**src/rtl/cpu_types_pkg.sv**
```systemverilog
// Shared CPU types: machine word and branch direction counter.
// Includes the saturating update rule for the 2-bit counter.
package cpu_types_pkg;

  typedef logic [31:0] word_t;

  typedef enum logic [1:0] {
    STRONG_NT = 2'b00,
    WEAK_NT   = 2'b01,
    WEAK_T    = 2'b10,
    STRONG_T  = 2'b11
  } bpred_ctr_t;

  function automatic bpred_ctr_t ctr_next(
    input bpred_ctr_t c,
    input logic       taken
  );
    bpred_ctr_t n;
    n = c;
    unique case (c)
      STRONG_NT: n = taken ? WEAK_NT  : STRONG_NT;
      WEAK_NT:   n = taken ? WEAK_T   : STRONG_NT;
      WEAK_T:    n = taken ? STRONG_T : WEAK_NT;
      STRONG_T:  n = taken ? STRONG_T : WEAK_T;
      default:   n = c;
    endcase
    return n;
  endfunction

endpackage

```
**src/rtl/branch_target_buffer_stats.sv**
```systemverilog
// Saturating event counters for the BTB (lookups, updates, mispredicts).
// Ports: CLK/RST, three increment strobes, three STAT_W counts.
module btb_stats
  import cpu_types_pkg::*;
#(
  parameter int STAT_W = 32
) (
  input  logic              CLK,
  input  logic              RST,
  input  logic              inc_lookup,
  input  logic              inc_update,
  input  logic              inc_mispredict,
  output logic [STAT_W-1:0] stat_lookups,
  output logic [STAT_W-1:0] stat_updates,
  output logic [STAT_W-1:0] stat_mispredicts
);

  logic [STAT_W-1:0] lookups_q, lookups_d;
  logic [STAT_W-1:0] updates_q, updates_d;
  logic [STAT_W-1:0] mispred_q, mispred_d;

  // Counters stick at all-ones rather than wrapping.
  always_comb begin
    lookups_d = lookups_q;
    updates_d = updates_q;
    mispred_d = mispred_q;
    if (inc_lookup && (lookups_q != '1)) begin
      lookups_d = lookups_q + 1'b1;
    end
    if (inc_update && (updates_q != '1)) begin
      updates_d = updates_q + 1'b1;
    end
    if (inc_mispredict && (mispred_q != '1)) begin
      mispred_d = mispred_q + 1'b1;
    end
  end

  always_ff @(posedge CLK) begin
    if (RST) begin
      lookups_q <= '0;
      updates_q <= '0;
      mispred_q <= '0;
    end else begin
      lookups_q <= lookups_d;
      updates_q <= updates_d;
      mispred_q <= mispred_d;
    end
  end

  assign stat_lookups     = lookups_q;
  assign stat_updates     = updates_q;
  assign stat_mispredicts = mispred_q;

endmodule

```
**src/rtl/branch_target_buffer.sv**
```systemverilog
// Tagged BTB with 2-bit direction counters; async lookup, sync update.
// Ports: rd_* lookup, upd_* resolved-branch writeback, flush, stat_*.
module branch_target_buffer
  import cpu_types_pkg::*;
#(
  parameter  int ENTRIES = 16,
  parameter  int STAT_W  = 32,
  localparam int IDX_W   = $clog2(ENTRIES)
) (
  input  logic              CLK,
  input  logic              RST,
  input  word_t             rd_pc,
  output logic              rd_hit,
  output logic              rd_take,
  output word_t             rd_target,
  output logic [IDX_W-1:0]  rd_index,
  input  logic              upd_valid,
  input  word_t             upd_pc,
  input  logic              upd_taken,
  input  word_t             upd_target,
  input  logic              upd_mispredict,
  input  logic              flush,
  output logic [STAT_W-1:0] stat_lookups,
  output logic [STAT_W-1:0] stat_updates,
  output logic [STAT_W-1:0] stat_mispredicts
);

  localparam int TAG_W = 30 - IDX_W;

  if ((ENTRIES < 2) || (ENTRIES > 256) ||
      ((ENTRIES & (ENTRIES - 1)) != 0)) begin : g_bad_entries
    $error("ENTRIES must be a power of two in 2..256");
  end

  typedef struct packed {
    logic             valid;
    logic [TAG_W-1:0] tag;
    word_t            target;
    bpred_ctr_t       ctr;
  } btb_entry_t;

  localparam btb_entry_t RST_ENTRY = '{
    valid:  1'b0,
    tag:    '0,
    target: '0,
    ctr:    WEAK_NT
  };

  btb_entry_t tbl_q [ENTRIES];
  btb_entry_t tbl_d [ENTRIES];

  logic [IDX_W-1:0] rd_idx;
  logic [TAG_W-1:0] rd_tag;
  logic [IDX_W-1:0] upd_idx;
  logic [TAG_W-1:0] upd_tag;
  btb_entry_t       rd_ent;
  btb_entry_t       upd_ent;
  logic             upd_hit;
  logic             unused_pc_lsbs;

  assign rd_idx  = rd_pc[IDX_W+1:2];
  assign rd_tag  = rd_pc[31:IDX_W+2];
  assign upd_idx = upd_pc[IDX_W+1:2];
  assign upd_tag = upd_pc[31:IDX_W+2];

  // Byte offset within the word plays no part in indexing.
  assign unused_pc_lsbs = ^{rd_pc[1:0], upd_pc[1:0]};

  assign rd_ent  = tbl_q[rd_idx];
  assign upd_ent = tbl_q[upd_idx];
  assign upd_hit = upd_ent.valid && (upd_ent.tag == upd_tag);

  assign rd_hit    = rd_ent.valid && (rd_ent.tag == rd_tag);
  assign rd_take   = rd_hit && rd_ent.ctr[1];
  assign rd_target = rd_hit ? rd_ent.target : '0;
  assign rd_index  = rd_idx;

  // Flush wins over a same-cycle update; not-taken misses never allocate.
  always_comb begin
    tbl_d = tbl_q;
    if (flush) begin
      for (int i = 0; i < ENTRIES; i++) begin
        tbl_d[i].valid = 1'b0;
      end
    end else if (upd_valid) begin
      if (upd_hit) begin
        tbl_d[upd_idx].ctr = ctr_next(upd_ent.ctr, upd_taken);
        if (upd_taken) begin
          tbl_d[upd_idx].target = upd_target;
        end
      end else if (upd_taken) begin
        tbl_d[upd_idx] = '{
          valid:  1'b1,
          tag:    upd_tag,
          target: upd_target,
          ctr:    WEAK_T
        };
      end
    end
  end

  always_ff @(posedge CLK) begin
    for (int i = 0; i < ENTRIES; i++) begin
      if (RST) begin
        tbl_q[i] <= RST_ENTRY;
      end else begin
        tbl_q[i] <= tbl_d[i];
      end
    end
  end

  btb_stats #(
    .STAT_W (STAT_W)
  ) u_stats (
    .CLK              (CLK),
    .RST              (RST),
    .inc_lookup       (rd_hit),
    .inc_update       (upd_valid),
    .inc_mispredict   (upd_valid && upd_mispredict),
    .stat_lookups     (stat_lookups),
    .stat_updates     (stat_updates),
    .stat_mispredicts (stat_mispredicts)
  );

endmodule

```
**config.mk**
```make
export PLATFORM = sky130hd
export DESIGN_NAME = branch_target_buffer
export DESIGN_NICKNAME = d
export VERILOG_FILES = /design/src/rtl/cpu_types_pkg.sv /design/src/rtl/branch_target_buffer_stats.sv /design/src/rtl/branch_target_buffer.sv
export SDC_FILE = /design/constraint.sdc
export NUM_CORES = 2
export LEC_CHECK = 0
export CELL_PAD_IN_SITES_DETAIL_PLACEMENT = 1
export CELL_PAD_IN_SITES_GLOBAL_PLACEMENT = 1
export CORE_MARGIN = 2
export CORE_UTILIZATION = 44
export CTS_BUF_LIST = sky130_fd_sc_hd__clkbuf_4 sky130_fd_sc_hd__clkbuf_8
export DETAILED_ROUTE_END_ITERATION = 6
export GPL_TIMING_DRIVEN = 0
export PLACE_DENSITY_LB_ADDON = 0.3
export SETUP_SLACK_MARGIN = 0.02
export SYNTH_ARGS = -nofsm -noshare
export SYNTH_HDL_FRONTEND = slang
export SYNTH_HIERARCHICAL = 1
export SYNTH_SLANG_ARGS = --single-unit
```
**constraint.sdc**
```tcl
create_clock -name CLK -period 8 [get_ports CLK]
set_clock_uncertainty 0.05 [all_clocks]
set_input_delay 2.4 -clock CLK [delete_from_list [all_inputs] [get_ports CLK]]
set_output_delay 2.4 -clock CLK [all_outputs]
set_load 0.05 [all_outputs]
```
==> metrics.md <==
| Metric | Value |
|---|---|
| Stages on the worst setup path | `15` |
| Crit path to | `rd_target[8]` |
| CP peak stage delay | `approximately 0.48 ns` |
| Post-route DRC | `4` |
| Synth top area share | `between 40% and 50%` |
| Distinct cells, synth | `78` |
| Flops & latches, synth | `about 1100` |
| DR iter-0 viols | `7436` |
| H-tree depth | `4` |
| Port bufs | `about 170` |
| Post-route ant nets | `0` |
| Largest net degree at the start of global routing | `17` |
| Outcome | `complete, but fails checks` |
| Seq/Total Area, Yosys | `41.08%` |
| Reg power frac | `around 45%` |
| Syn Inst Count | `about 6000` |
| Tmin final | `between 8 and 9 ns` |
| Slew Limit Headroom | `-7.981%` |
| Via count of the routed design | `54770` |
| Worst reg2reg path endpoint | `u_stats/stat_lookups[29]` |
| Max capacitance violation total | `2` |
| Slew of the pin with the lowest slew margin | `1.620 ns` |
| Clock Power Share | `~47%` |
| Most common cell on crit path | `buf_8` |
| Fin. Hold Viols | `0` |
| Post-route insts no fill | `between 7000 and 8000` |
| Ys async rst share | `0%` |
| DR pass1 iterations | `7` |
| WL/cell | `34.64 um` |
| Fin crit share | `109.4%` |
| Clock sinks | `~1100` |
| Dpl cells | `between 7000 and 8000` |
| Vias in the first global route | `between 50000 and 60000` |
| Most frequent cell after synthesis | `nand2_1` |
| Max clock buf depth | `3` |
| Die height | `~350 um` |
| Combinational power share | `8.0%` |
| DP Area | `about 56000 um2` |
| Total CTS buffers | `188` |
| Overflow after GRT | `0` |
| Antenna violations before repair | `26` |
| Initial Util | `between 40 and 50%` |
| Reg-to-reg slack, setup | `between 2 and 2.5 ns` |
| Reg clk slew, reported paths | `0.06 ns` |
| Net Sw Frac | `approximately 28%` |
| Mapped cell area | `between 50000 and 60000 um2` |
| Setup crit start kind | `primary input` |
| Top Ports | `between 200 and 250` |
| Peak Freq | `between 0.1 and 0.15 GHz` |
| CTS tree | `built` |
| Top cells by area, synth | `dfxtp_1 (41%), mux4_2 (17%), a21oi_1 (9.4%)` |
| Unrepaired setup endpoints after global routing | `true` |
| Fin util | `51.81%` |
| Reg-to-Reg Start | `tbl_q[586]` |
| Post-synth top cells | `nand2_1 (1124), dfxtp_1 (1072), a21oi_1 (986)` |
| Worst path required time | `about 5.6 ns` |
| Post-synth EDFFs | `0` |
| Area leader, netlist | `dfxtp_1` |
| Core Region | `~120000 um2` |
| Cell internal pwr | `around 8.6 mW` |
| Max Slew Vio Count | `22` |
| Failing checks | `design-rule violations, max-capacitance violations, max-slew violations, negative setup slack` |
| Net Switching | `about 3.3 mW` |
| # setup viols final | `between 80 and 90` |
| Worst setup EP type | `output port` |
| Post-Route WL | `276.7 mm` |
| Warnings, synthesis | `6` |
| Share of layout cells above drive strength 1 | `16.43%` |
| Mapped Avg Cell Area | `8.856 um2` |
| Dominant register cell in the synthesized netlist | `dfxtp_1` |
| Crit-path slowest cell | `a21oi_2` |
| Cell area after layout | `~61000 um2` |
| PD cells | `195.6 nW/um2` |
| CP Class | `primary input to output port` |
| Row count | `around 130` |
| Die Footprint | `121500 um2` |
| Leakage | `between 15 and 20 nW` |
| CTS root buffer | `clkbuf_8` |
| CP bufs+invs | `9` |
| First-pass GRT wire length | `approximately 400 mm` |
| Maximum vdd drop | `about 0.00019 V` |
| Fin worst setup slack | `-0.7518 ns` |
| Area grow syn2layout | `16.97%` |
| CP top delay family | `buffers and inverters` |
| Vias/cell | `6.857` |
| HPWL Detailed | `~190 mm` |
| R2R cell count | `16` |
| Clock Latency Late Sink | `1.00 ns` |
| Total track usage | `approximately 45%` |
| WP data arrival | `6.30 ns` |
| Placer congestion estimate | `1.097` |
| Mapped Nets | `6003` |
| HP Class | `register to register` |
| Nets | `6400` |
| Worst setup path startpoint | `rd_pc[3]` |
| Worst Path Max Fanout | `10` |
| FILL cells | `between 10000 and 15000` |
| Die width | `around 350 um` |
| Cell chain of the critical path | `buf_8, buf_8, buf_6, buf_6, buf_8, a211oi_1, a21oi_2, xnor2_1, nand4_1, nor4_4, buf_6, buf_4, clkbuf_2, and3_4, buf_8` |
[power by group through the flow]
stage               clock, mW  combinational (mW)  sequential [mW]
global placement            0               0.839             5.50
CTS                      5.58               0.886             5.38
finish                   5.62               0.953             5.38
floorplan                   0               0.454             5.50
detailed placement          0               0.849             5.50
global route             5.82               0.946             5.38
[worst min-delay path: stages, from the launching register on]
cell and delay (ns):
dfxtp_1 0.30, nand2_1 0.05, a21oi_1 0.05
[metal layers]
| layer | routed length, um | track usage [%] | up-vias |
|---|---|---|---|
| met5 | 329 | 1.000 | - |
| met4 | 24430 | 32.05 | 22 |
| met3 | 36800 | 18.05 | 1309 |
| met2 | 114600 | 64.24 | 4122 |
| met1 | 100500 | 53.63 | 27334 |
| li1 | - | - | 21983 |
[worst min path at each step]
stage               slack (ns)       start  cells after the start         end
floorplan                 0.38  tbl_q[185]                      2  tbl_q[185]
global placement          0.39  tbl_q[127]                      2  tbl_q[127]
detailed placement        0.40  tbl_q[551]                      2  tbl_q[551]
CTS                       0.40  tbl_q[195]                      2  tbl_q[195]
global route              0.42  tbl_q[759]                      2  tbl_q[759]
finish                    0.40  tbl_q[759]                      2  tbl_q[759]
[registers in the layout, summed over array words and instances, names as in the netlist]
register	flops
u_stats/stat_mispredicts	32
tbl_q	976
u_stats/stat_lookups	32
u_stats/stat_updates	32
[layout by cell type, fill, tap and decap left out, types with 57 or more instances in the layout]
cell type,n
a21oi_1,984
buf_1,64
buf_2,60
clkbuf_1,414
clkbuf_2,57
clkbuf_4,61
clkbuf_8,247
clkdlybuf4s50_1,137
dfxtp_1,1072
mux2i_1,71
mux4_2,392
nand2_1,1123
nand3_1,466
nor2_1,103
o21ai_0,436
xnor2_1,57
[layout make-up]
cell class                      instances  area, um2  area share (%)
Buffer                                669       3311           5.418
Clock buffer                          295       3704           6.061
Multi-Input combinational cell       4130      28020           45.86
Tap cell                             1536       1922           3.145
Antenna cell                           19      47.55         0.07782
Timing Repair Buffer                  207       2198           3.598
Clock inverter                         32      329.1          0.5386
Sequential cell                      1072      21460           35.12
Inverter                               27      105.1          0.1720
[kinds of logic after synthesis]
group                      count (synthesis)  synth area share, %
and+or+nand+nor                         1952                16.58
AOI/OAI and AO/OA                       1611                16.52
DFF                                     1072                41.08
buffers and inverters                    696                5.653
muxes                                    482                18.70
xor gates and xnor gates                  82                1.389
adders and majority gates                  3              0.07187
[metrics by stage]
stage	setup WS [ns]	setup TNS, ns	hold WS, ns	power, mW
5_1_grt	-0.6626	-21.03	0.4186	12.15
6_report	-0.7518	-27.90	0.4022	11.95
3_5_place_dp	-3.638	-369.66	0.3960	6.346
3_3_place_gp	-6.880	-564.24	0.3883	6.335
2_1_floorplan	0.02241	0	0.3831	5.950
4_1_cts	-0.5714	-17.51	0.4044	11.85
[timing repair]
action,in CTS,in global routing
hold buffers,0,0
buffers inserted,26,2
gates resized for setup,428,21
pin swaps,4,3
setup endpoints to repair,66,97
gates cloned,2,0
Note: power is estimated with default switching activity, not from simulation.
